**src/rtl/branch_unit.sv**
```systemverilog
// ============================================================================
// branch_unit : elastic RISC-V conditional-branch resolver with retire stats.
// Revision    : 1.0
// ============================================================================
`default_nettype none

module branch_unit #(
   parameter int n      = 32,
   parameter int STAGES = 2,
   parameter int CNTW   = 16
) (
   input  logic            clock,
   input  logic            nReset,
   input  logic            in_valid,
   output logic            in_ready,
   input  logic [n-1:0]    A,
   input  logic [n-1:0]    B,
   input  logic [2:0]      funct3,
   input  logic [n-1:0]    pc,
   input  logic [n-1:0]    imm,
   input  logic            pred_taken,
   input  logic            flush,
   output logic            out_valid,
   input  logic            out_ready,
   output logic            taken,
   output logic [n-1:0]    next_pc,
   output logic            mispredict,
   output logic            illegal,
   output logic [CNTW-1:0] br_count,
   output logic [CNTW-1:0] mis_count
);

   localparam logic [n-1:0]    c_four = {{(n-3){1'b0}}, 3'b100};
   localparam logic [CNTW-1:0] c_one  = {{(CNTW-1){1'b0}}, 1'b1};
   localparam logic [CNTW-1:0] c_max  = '1;

   logic         w_eq, w_lt, w_ltu, w_cond;
   logic         w_illegal, w_taken, w_mispred;
   logic         w_adv1, w_ov, w_tk, w_ill, w_mis, w_retire;
   logic [n-1:0] w_npc;
   logic [CNTW-1:0] r_br, r_mis_cnt;

   always_comb begin
      w_eq      = (A == B);
      w_lt      = ($signed(A) < $signed(B));
      w_ltu     = (A < B);
      w_illegal = (funct3[2:1] == 2'b01);
      case (funct3)
         3'b000:  w_cond = w_eq;
         3'b001:  w_cond = !w_eq;
         3'b100:  w_cond = w_lt;
         3'b101:  w_cond = !w_lt;
         3'b110:  w_cond = w_ltu;
         3'b111:  w_cond = !w_ltu;
         default: w_cond = 1'b0;
      endcase
      w_taken   = w_cond && !w_illegal;
      w_mispred = (w_taken != pred_taken) && !w_illegal;
   end

   generate
      if (STAGES == 1) begin : g_one
         logic         r_v, r_tk, r_ill, r_mis;
         logic [n-1:0] r_npc;

         assign w_adv1 = !r_v || out_ready;

         always_ff @(posedge clock or negedge nReset) begin
            if (!nReset)      r_v <= 1'b0;
            else if (flush)   r_v <= 1'b0;
            else if (w_adv1)  r_v <= in_valid;
         end

         always_ff @(posedge clock) begin
            if (w_adv1 && in_valid) begin
               r_tk  <= w_taken;
               r_ill <= w_illegal;
               r_mis <= w_mispred;
               r_npc <= w_taken ? (pc + imm) : (pc + c_four);
            end
         end

         assign w_ov  = r_v;
         assign w_tk  = r_tk;
         assign w_ill = r_ill;
         assign w_mis = r_mis;
         assign w_npc = r_npc;
      end else begin : g_two
         // Stage 1 resolves the condition; stage 2 forms the target address.
         logic         r_v1, r_tk1, r_ill1, r_mis1;
         logic [n-1:0] r_pc1, r_imm1;
         logic         r_v2, r_tk2, r_ill2, r_mis2;
         logic [n-1:0] r_npc2;
         logic         w_adv2;

         assign w_adv2 = !r_v2 || out_ready;
         assign w_adv1 = !r_v1 || w_adv2;

         always_ff @(posedge clock or negedge nReset) begin
            if (!nReset) begin
               r_v1 <= 1'b0;
               r_v2 <= 1'b0;
            end else if (flush) begin
               r_v1 <= 1'b0;
               r_v2 <= 1'b0;
            end else begin
               if (w_adv1) r_v1 <= in_valid;
               if (w_adv2) r_v2 <= r_v1;
            end
         end

         always_ff @(posedge clock) begin
            if (w_adv1 && in_valid) begin
               r_tk1  <= w_taken;
               r_ill1 <= w_illegal;
               r_mis1 <= w_mispred;
               r_pc1  <= pc;
               r_imm1 <= imm;
            end
            if (w_adv2 && r_v1) begin
               r_tk2  <= r_tk1;
               r_ill2 <= r_ill1;
               r_mis2 <= r_mis1;
               r_npc2 <= r_tk1 ? (r_pc1 + r_imm1) : (r_pc1 + c_four);
            end
         end

         assign w_ov  = r_v2;
         assign w_tk  = r_tk2;
         assign w_ill = r_ill2;
         assign w_mis = r_mis2;
         assign w_npc = r_npc2;
      end
   endgenerate

   assign in_ready   = w_adv1;
   assign out_valid  = w_ov;
   assign taken      = w_ov && w_tk;
   assign mispredict = w_ov && w_mis;
   assign illegal    = w_ov && w_ill;
   assign next_pc    = w_npc;
   assign w_retire   = w_ov && out_ready;

   // Retirement still counts in a flush cycle; counters stick at all-ones.
   always_ff @(posedge clock or negedge nReset) begin
      if (!nReset) begin
         r_br      <= '0;
         r_mis_cnt <= '0;
      end else if (w_retire) begin
         if (!w_ill && (r_br != c_max))     r_br      <= r_br + c_one;
         if (w_mis && (r_mis_cnt != c_max)) r_mis_cnt <= r_mis_cnt + c_one;
      end
   end

   assign br_count  = r_br;
   assign mis_count = r_mis_cnt;

endmodule

`default_nettype wire
```
**config.mk**
```make
export PLATFORM = sky130hd
export DESIGN_NAME = branch_unit
export DESIGN_NICKNAME = d
export VERILOG_FILES = /design/src/rtl/branch_unit.sv
export SDC_FILE = /design/constraint.sdc
export NUM_CORES = 1
export LEC_CHECK = 0
export ABC_AREA = 1
export CAP_MARGIN = 20
export CELL_PAD_IN_SITES_DETAIL_PLACEMENT = 0
export CELL_PAD_IN_SITES_GLOBAL_PLACEMENT = 1
export CORE_MARGIN = 5
export CORE_UTILIZATION = 35
export CTS_BUF_LIST = sky130_fd_sc_hd__clkbuf_8
export CTS_CLUSTER_DIAMETER = 120
export DETAILED_ROUTE_END_ITERATION = 16
export PLACE_DENSITY = 0.9
export SLEW_MARGIN = 15
export SYNTH_ARGS = -nofsm -noshare
export SYNTH_HDL_FRONTEND = slang
export SYNTH_SLANG_ARGS = --single-unit
```
**constraint.sdc**
```tcl
create_clock -name clock -period 2.8 [get_ports clock]
set_input_delay 0.42 -clock clock [delete_from_list [all_inputs] [get_ports clock]]
set_output_delay 0.42 -clock clock [all_outputs]
set_load 0.03 [all_outputs]
```
==> impl_results.html <==
<table>
<tr><th>Metric</th><th>Value</th></tr>
<tr><th colspan="2">Status</th></tr>
<tr><td>Result of the run</td><td>completed</td></tr>
<tr><th colspan="2">Synth</th></tr>
<tr><td>Post-synthesis net count</td><td>1140</td></tr>
<tr><td>Mapped cell area</td><td>8400 um^2</td></tr>
<tr><td>Number of storage elements in the synthesis netlist</td><td>136</td></tr>
<tr><td>Count of different cell masters after synthesis</td><td>45</td></tr>
<tr><td>Largest cells by area after synthesis</td><td>sky130_fd_sc_hd__edfxtp_1 36%, sky130_fd_sc_hd__dfrtp_1 10%, sky130_fd_sc_hd__ha_1 9.8%</td></tr>
<tr><td>Post-Syn Instances</td><td>936</td></tr>
<tr><td>Warnings, synthesis</td><td>0</td></tr>
<tr><td>Biggest area consumer among synthesized cells</td><td>sky130_fd_sc_hd__edfxtp_1</td></tr>
<tr><td>Mean cell area of the mapped netlist</td><td>8.98 um^2</td></tr>
<tr><td>Post-synthesis sequential area ratio</td><td>0.466</td></tr>
<tr><td>Share of Yosys cell area claimed by the top area cell type</td><td>0.365</td></tr>
<tr><th colspan="2">STA</th></tr>
<tr><td>Final hold violations</td><td>0</td></tr>
<tr><td>Final total negative setup slack</td><td>0 ps</td></tr>
<tr><td>Number of pins exceeding their max-slew limit in the final report</td><td>0</td></tr>
<tr><td>FMAX</td><td>400 MHz</td></tr>
<tr><td>Setup repair after global routing missed its margin</td><td>false</td></tr>
<tr><td>Smallest hold slack</td><td>376 ps</td></tr>
<tr><td>Period Utilization, post-route</td><td>0.893</td></tr>
<tr><td>Transition time at the pin with the least slew margin</td><td>713 ps</td></tr>
<tr><td>Relative max-transition margin</td><td>0.522</td></tr>
<tr><td>Worst-case setup margin in the final layout</td><td>299 ps</td></tr>
<tr><td>Final Critical Period</td><td>2500 ps</td></tr>
<tr><td>Max Clock Skew</td><td>11.5 ps</td></tr>
<tr><td>Number of endpoints failing setup at the final stage</td><td>0</td></tr>
<tr><th colspan="2">Setup path</th></tr>
<tr><td>Worst-path cell chain</td><td>ha_1, inv_1, fa_1, o21ai_2, a21oi_1, o21ai_1, nand2_1, nand2_1, nand3_1, nand2_1, a21oi_1, o21ai_0, nand2_1</td></tr>
<tr><td>Cell mode on critical path</td><td>sky130_fd_sc_hd__nand2_1</td></tr>
<tr><td>Worst endpoint required time</td><td>3000 ps</td></tr>
<tr><td>Critical path's largest stage delay</td><td>410 ps</td></tr>
<tr><td>Critical path capture point type</td><td>flip-flop</td></tr>
<tr><td>Cell family with the largest share of critical-path delay</td><td>compound AO/OA/AOI/OAI gates</td></tr>
<tr><td>Largest fanout on the critical path</td><td>4</td></tr>
<tr><td>Combined buffer and inverter count along the critical path</td><td>1</td></tr>
<tr><td>Slowest CP cell</td><td>sky130_fd_sc_hd__fa_1</td></tr>
<tr><td>Kind of start point of the critical path</td><td>flip-flop</td></tr>
<tr><td>Category of the most critical setup path</td><td>flip-flop to flip-flop</td></tr>
<tr><td>Worst EP arrival</td><td>2700 ps</td></tr>
<tr><th colspan="2">Die</th></tr>
<tr><td>Floorplan row count</td><td>56</td></tr>
<tr><td>Die Ht</td><td>165 um</td></tr>
<tr><td>Die X-Extent</td><td>165 um</td></tr>
<tr><td>Effective utilization at floorplan</td><td>0.357</td></tr>
<tr><td>DIE AREA</td><td>27200 um^2</td></tr>
<tr><td>Floorplan core area</td><td>23500 um^2</td></tr>
<tr><td>Number of I/O pins</td><td>206</td></tr>
<tr><th colspan="2">Detailed routing</th></tr>
<tr><td>Final Routed Wirelength</td><td>22100 um</td></tr>
<tr><td>Remaining number of nets flagged by the antenna check after routing</td><td>0</td></tr>
<tr><td>Average vias per placed instance</td><td>4.75</td></tr>
<tr><td>Total iterations of the first detailed-routing run</td><td>5</td></tr>
<tr><td>DRT iter0 DRCs</td><td>404</td></tr>
<tr><td>Via total after detailed routing</td><td>7102</td></tr>
<tr><td>Detailed-route DRC error count</td><td>0</td></tr>
<tr><td>Mean routed wirelength per cell</td><td>14.8 um</td></tr>
<tr><th colspan="2">Clock network</th></tr>
<tr><td>CTS clk-pin slew, worst paths</td><td>80 ps</td></tr>
<tr><td>Clock tree from TritonCTS</td><td>built</td></tr>
<tr><td>Hold buffer count at cts</td><td>0</td></tr>
<tr><td>Deepest clock path buffer count</td><td>2</td></tr>
<tr><td>Clock buffer count from CTS</td><td>17</td></tr>
<tr><td>Clock sinks</td><td>136</td></tr>
<tr><td>CTS root buf</td><td>sky130_fd_sc_hd__clkbuf_8</td></tr>
<tr><td>H-Tree Level Count</td><td>4</td></tr>
<tr><td>Later-pin clock latency in the skew report</td><td>450 ps</td></tr>
<tr><th colspan="2">Placement</th></tr>
<tr><td>Inst Count DP</td><td>1462</td></tr>
<tr><td>Total half-perimeter wirelength after legalization and detailed placement</td><td>17900 um</td></tr>
<tr><td>Buffers on Ports</td><td>205</td></tr>
<tr><td>Placer congestion estimate</td><td>0.889</td></tr>
<tr><td>Setup slack after placement</td><td>182 ps</td></tr>
<tr><th colspan="2">Layout</th></tr>
<tr><td>Most common library cell in the layout ignoring fill and taps</td><td>sky130_fd_sc_hd__nand2_1</td></tr>
<tr><td>Layout overhead on the synthesized area</td><td>35.1%</td></tr>
<tr><td>Count of filler cells inserted in the layout</td><td>2238</td></tr>
<tr><td>Commonest cells after routing, fill and taps aside</td><td>210 x sky130_fd_sc_hd__nand2_1, 205 x sky130_fd_sc_hd__clkdlybuf4s50_1, 119 x sky130_fd_sc_hd__inv_1</td></tr>
<tr><td>Share of post-route cells with drive strength above 1</td><td>0.0630</td></tr>
<tr><td>Nets</td><td>1366</td></tr>
<tr><td>Final standard cell count with taps included and fillers excluded</td><td>1494</td></tr>
<tr><td>Antenna cells</td><td>0</td></tr>
<tr><th colspan="2">Global routing</th></tr>
<tr><td>Overall track demand over capacity in global routing</td><td>0.162</td></tr>
<tr><td>Total overflow reported by the global router</td><td>0</td></tr>
<tr><td>Gr busiest metal</td><td>met2</td></tr>
<tr><td>Initial antenna violation count</td><td>0</td></tr>
<tr><td>Largest net degree at the start of global routing</td><td>68</td></tr>
<tr><td>Met1 Track Usage GR</td><td>0.201</td></tr>
<tr><td>Via count of the first global-routing pass</td><td>6994</td></tr>
<tr><td>Met3 usage in global routing</td><td>0.0586</td></tr>
<tr><td>Met2 track demand over resource in global routing</td><td>0.268</td></tr>
<tr><td>Global-route wire length before repair</td><td>34600 um</td></tr>
<tr><th colspan="2">Min path</th></tr>
<tr><td>Hold crit path type</td><td>input port to asynchronous set/reset pin</td></tr>
<tr><th colspan="2">Power and ir drop</th></tr>
<tr><td>Cell Pwr Density</td><td>502 nW/um^2</td></tr>
<tr><td>Lkg Pwr</td><td>4.92 nW</td></tr>
<tr><td>Max rail drop VDD</td><td>286 uV</td></tr>
<tr><th colspan="2">Flow run</th></tr>
<tr><td>Max Cap Viol</td><td>0</td></tr>
</table>
what timing repair did:
| action | CTS | global route |
|---|---|---|
| setup endpoints to repair | 0 | 1 |
| setup buffers | 0 | 0 |
| resized for setup | 0 | 1 |
worst paths after layout:
check / startpoint / endpoint / slack, ps / cells past startpoint
hold / removal: nReset / mis_count[11] / 380 / 2
setup reg to reg: g_two.r_pc1[0] / next_pc[30] / 300 / 13
setup / recovery: g_two.r_pc1[0] / next_pc[30] / 300 / 13
max in group asynchronous: nReset / br_count[1] / 2110 / 2
min in group clock: g_two.r_ill1 / g_two.r_ill2 / 450 / 0
hold reg to reg: g_two.r_ill1 / g_two.r_ill2 / 450 / 0
metal layers:
| metal | wire (um) | vias up | share of wire |
|---|---|---|---|
| met5 | 0 | - | 0 |
| met1 | 9360 | 3223 | 0.42 |
| met4 | 256 | 0 | 0.012 |
| met2 | 10300 | 238 | 0.47 |
| li1 | - | 3621 | - |
| met3 | 2100 | 20 | 0.095 |
state kept, by name, indices dropped and copies added, names as in the netlist:
name          cells
g_two.r_imm1     32
g_two.r_pc1      32
next_pc          32
br_count         16
mis_count        16
g_two.r_ill1      1
g_two.r_ill2      1
g_two.r_mis1      1
g_two.r_mis2      1
g_two.r_tk1       1
g_two.r_tk2       1
g_two.r_v1        1
out_valid         1
where the power goes:
part	switching (mW)	internal [mW]	leakage [nW]	total, mW
Combinational	0.815	0.623	3.27	1.44
Clock	0.805	0.976	0.227	1.78
Sequential	0.120	2.36	1.43	2.48
worst reg2reg max path, stage by stage, from the launching register on:
cell and delay (ps):
sky130_fd_sc_hd__edfxtp_1 360, sky130_fd_sc_hd__ha_1 170, sky130_fd_sc_hd__inv_1 60, sky130_fd_sc_hd__fa_1 410
sky130_fd_sc_hd__o21ai_2 230, sky130_fd_sc_hd__a21oi_1 130, sky130_fd_sc_hd__o21ai_1 230, sky130_fd_sc_hd__nand2_1 80
sky130_fd_sc_hd__nand2_1 150, sky130_fd_sc_hd__nand3_1 90, sky130_fd_sc_hd__nand2_1 110, sky130_fd_sc_hd__a21oi_1 70
sky130_fd_sc_hd__o21ai_0 100, sky130_fd_sc_hd__nand2_1 60
synthesized netlist by cell type (all sizes together):
cell	number
nand2	214
inv	124
edfxtp	102
nor2	81
a21oi	72
ha	66
o21ai	54
nand3	47
xor2	37
dfrtp	34
nand4	21
xnor2	20
nor3	14
a21o	10
o21bai	10
a31oi	5
clkbuf	4
o21a	3
a211oi	2
buf	2
nor4	2
o22ai	2
or2	2
a221oi	1
a22o	1
clkinv	1
fa	1
o211ai	1
o221ai	1
o31ai	1
or4	1
logic make-up after synthesis:
logic type / Yosys count / share of synthesized area
simple gates: 382 / 0.207
xor+xnor: 57 / 0.0594
flops: 136 / 0.466
compound gates: 163 / 0.109
fa+ha+maj: 67 / 0.101
buf+inv: 131 / 0.0587
area by class of cell:
type                            instances  area, um^2  area share
Clock inverter                         15         200      0.0176
Sequential cell                       136        3910       0.345
Timing Repair Buffer                  213        2120       0.187
Inverter                              125         469      0.0413
Clock buffer                           17         234      0.0206
Tap cell                              319         399      0.0352
Multi-Input combinational cell        669        4010       0.353
per-stage QoR:
| stage | total power [mW] | instance area [um^2] | util |
|---|---|---|---|
| 2_1_floorplan | 3.33 | 8400 | - |
| 3_3_place_gp | 3.94 | 10900 | 0.464 |
| 3_5_place_dp | 3.96 | 10900 | 0.464 |
| 4_1_cts | 5.77 | 11300 | 0.482 |
| 5_1_grt | 6.03 | 11300 | 0.482 |
| 6_report | 5.70 | 11300 | 0.482 |
(Power assumes the default switching activity.)
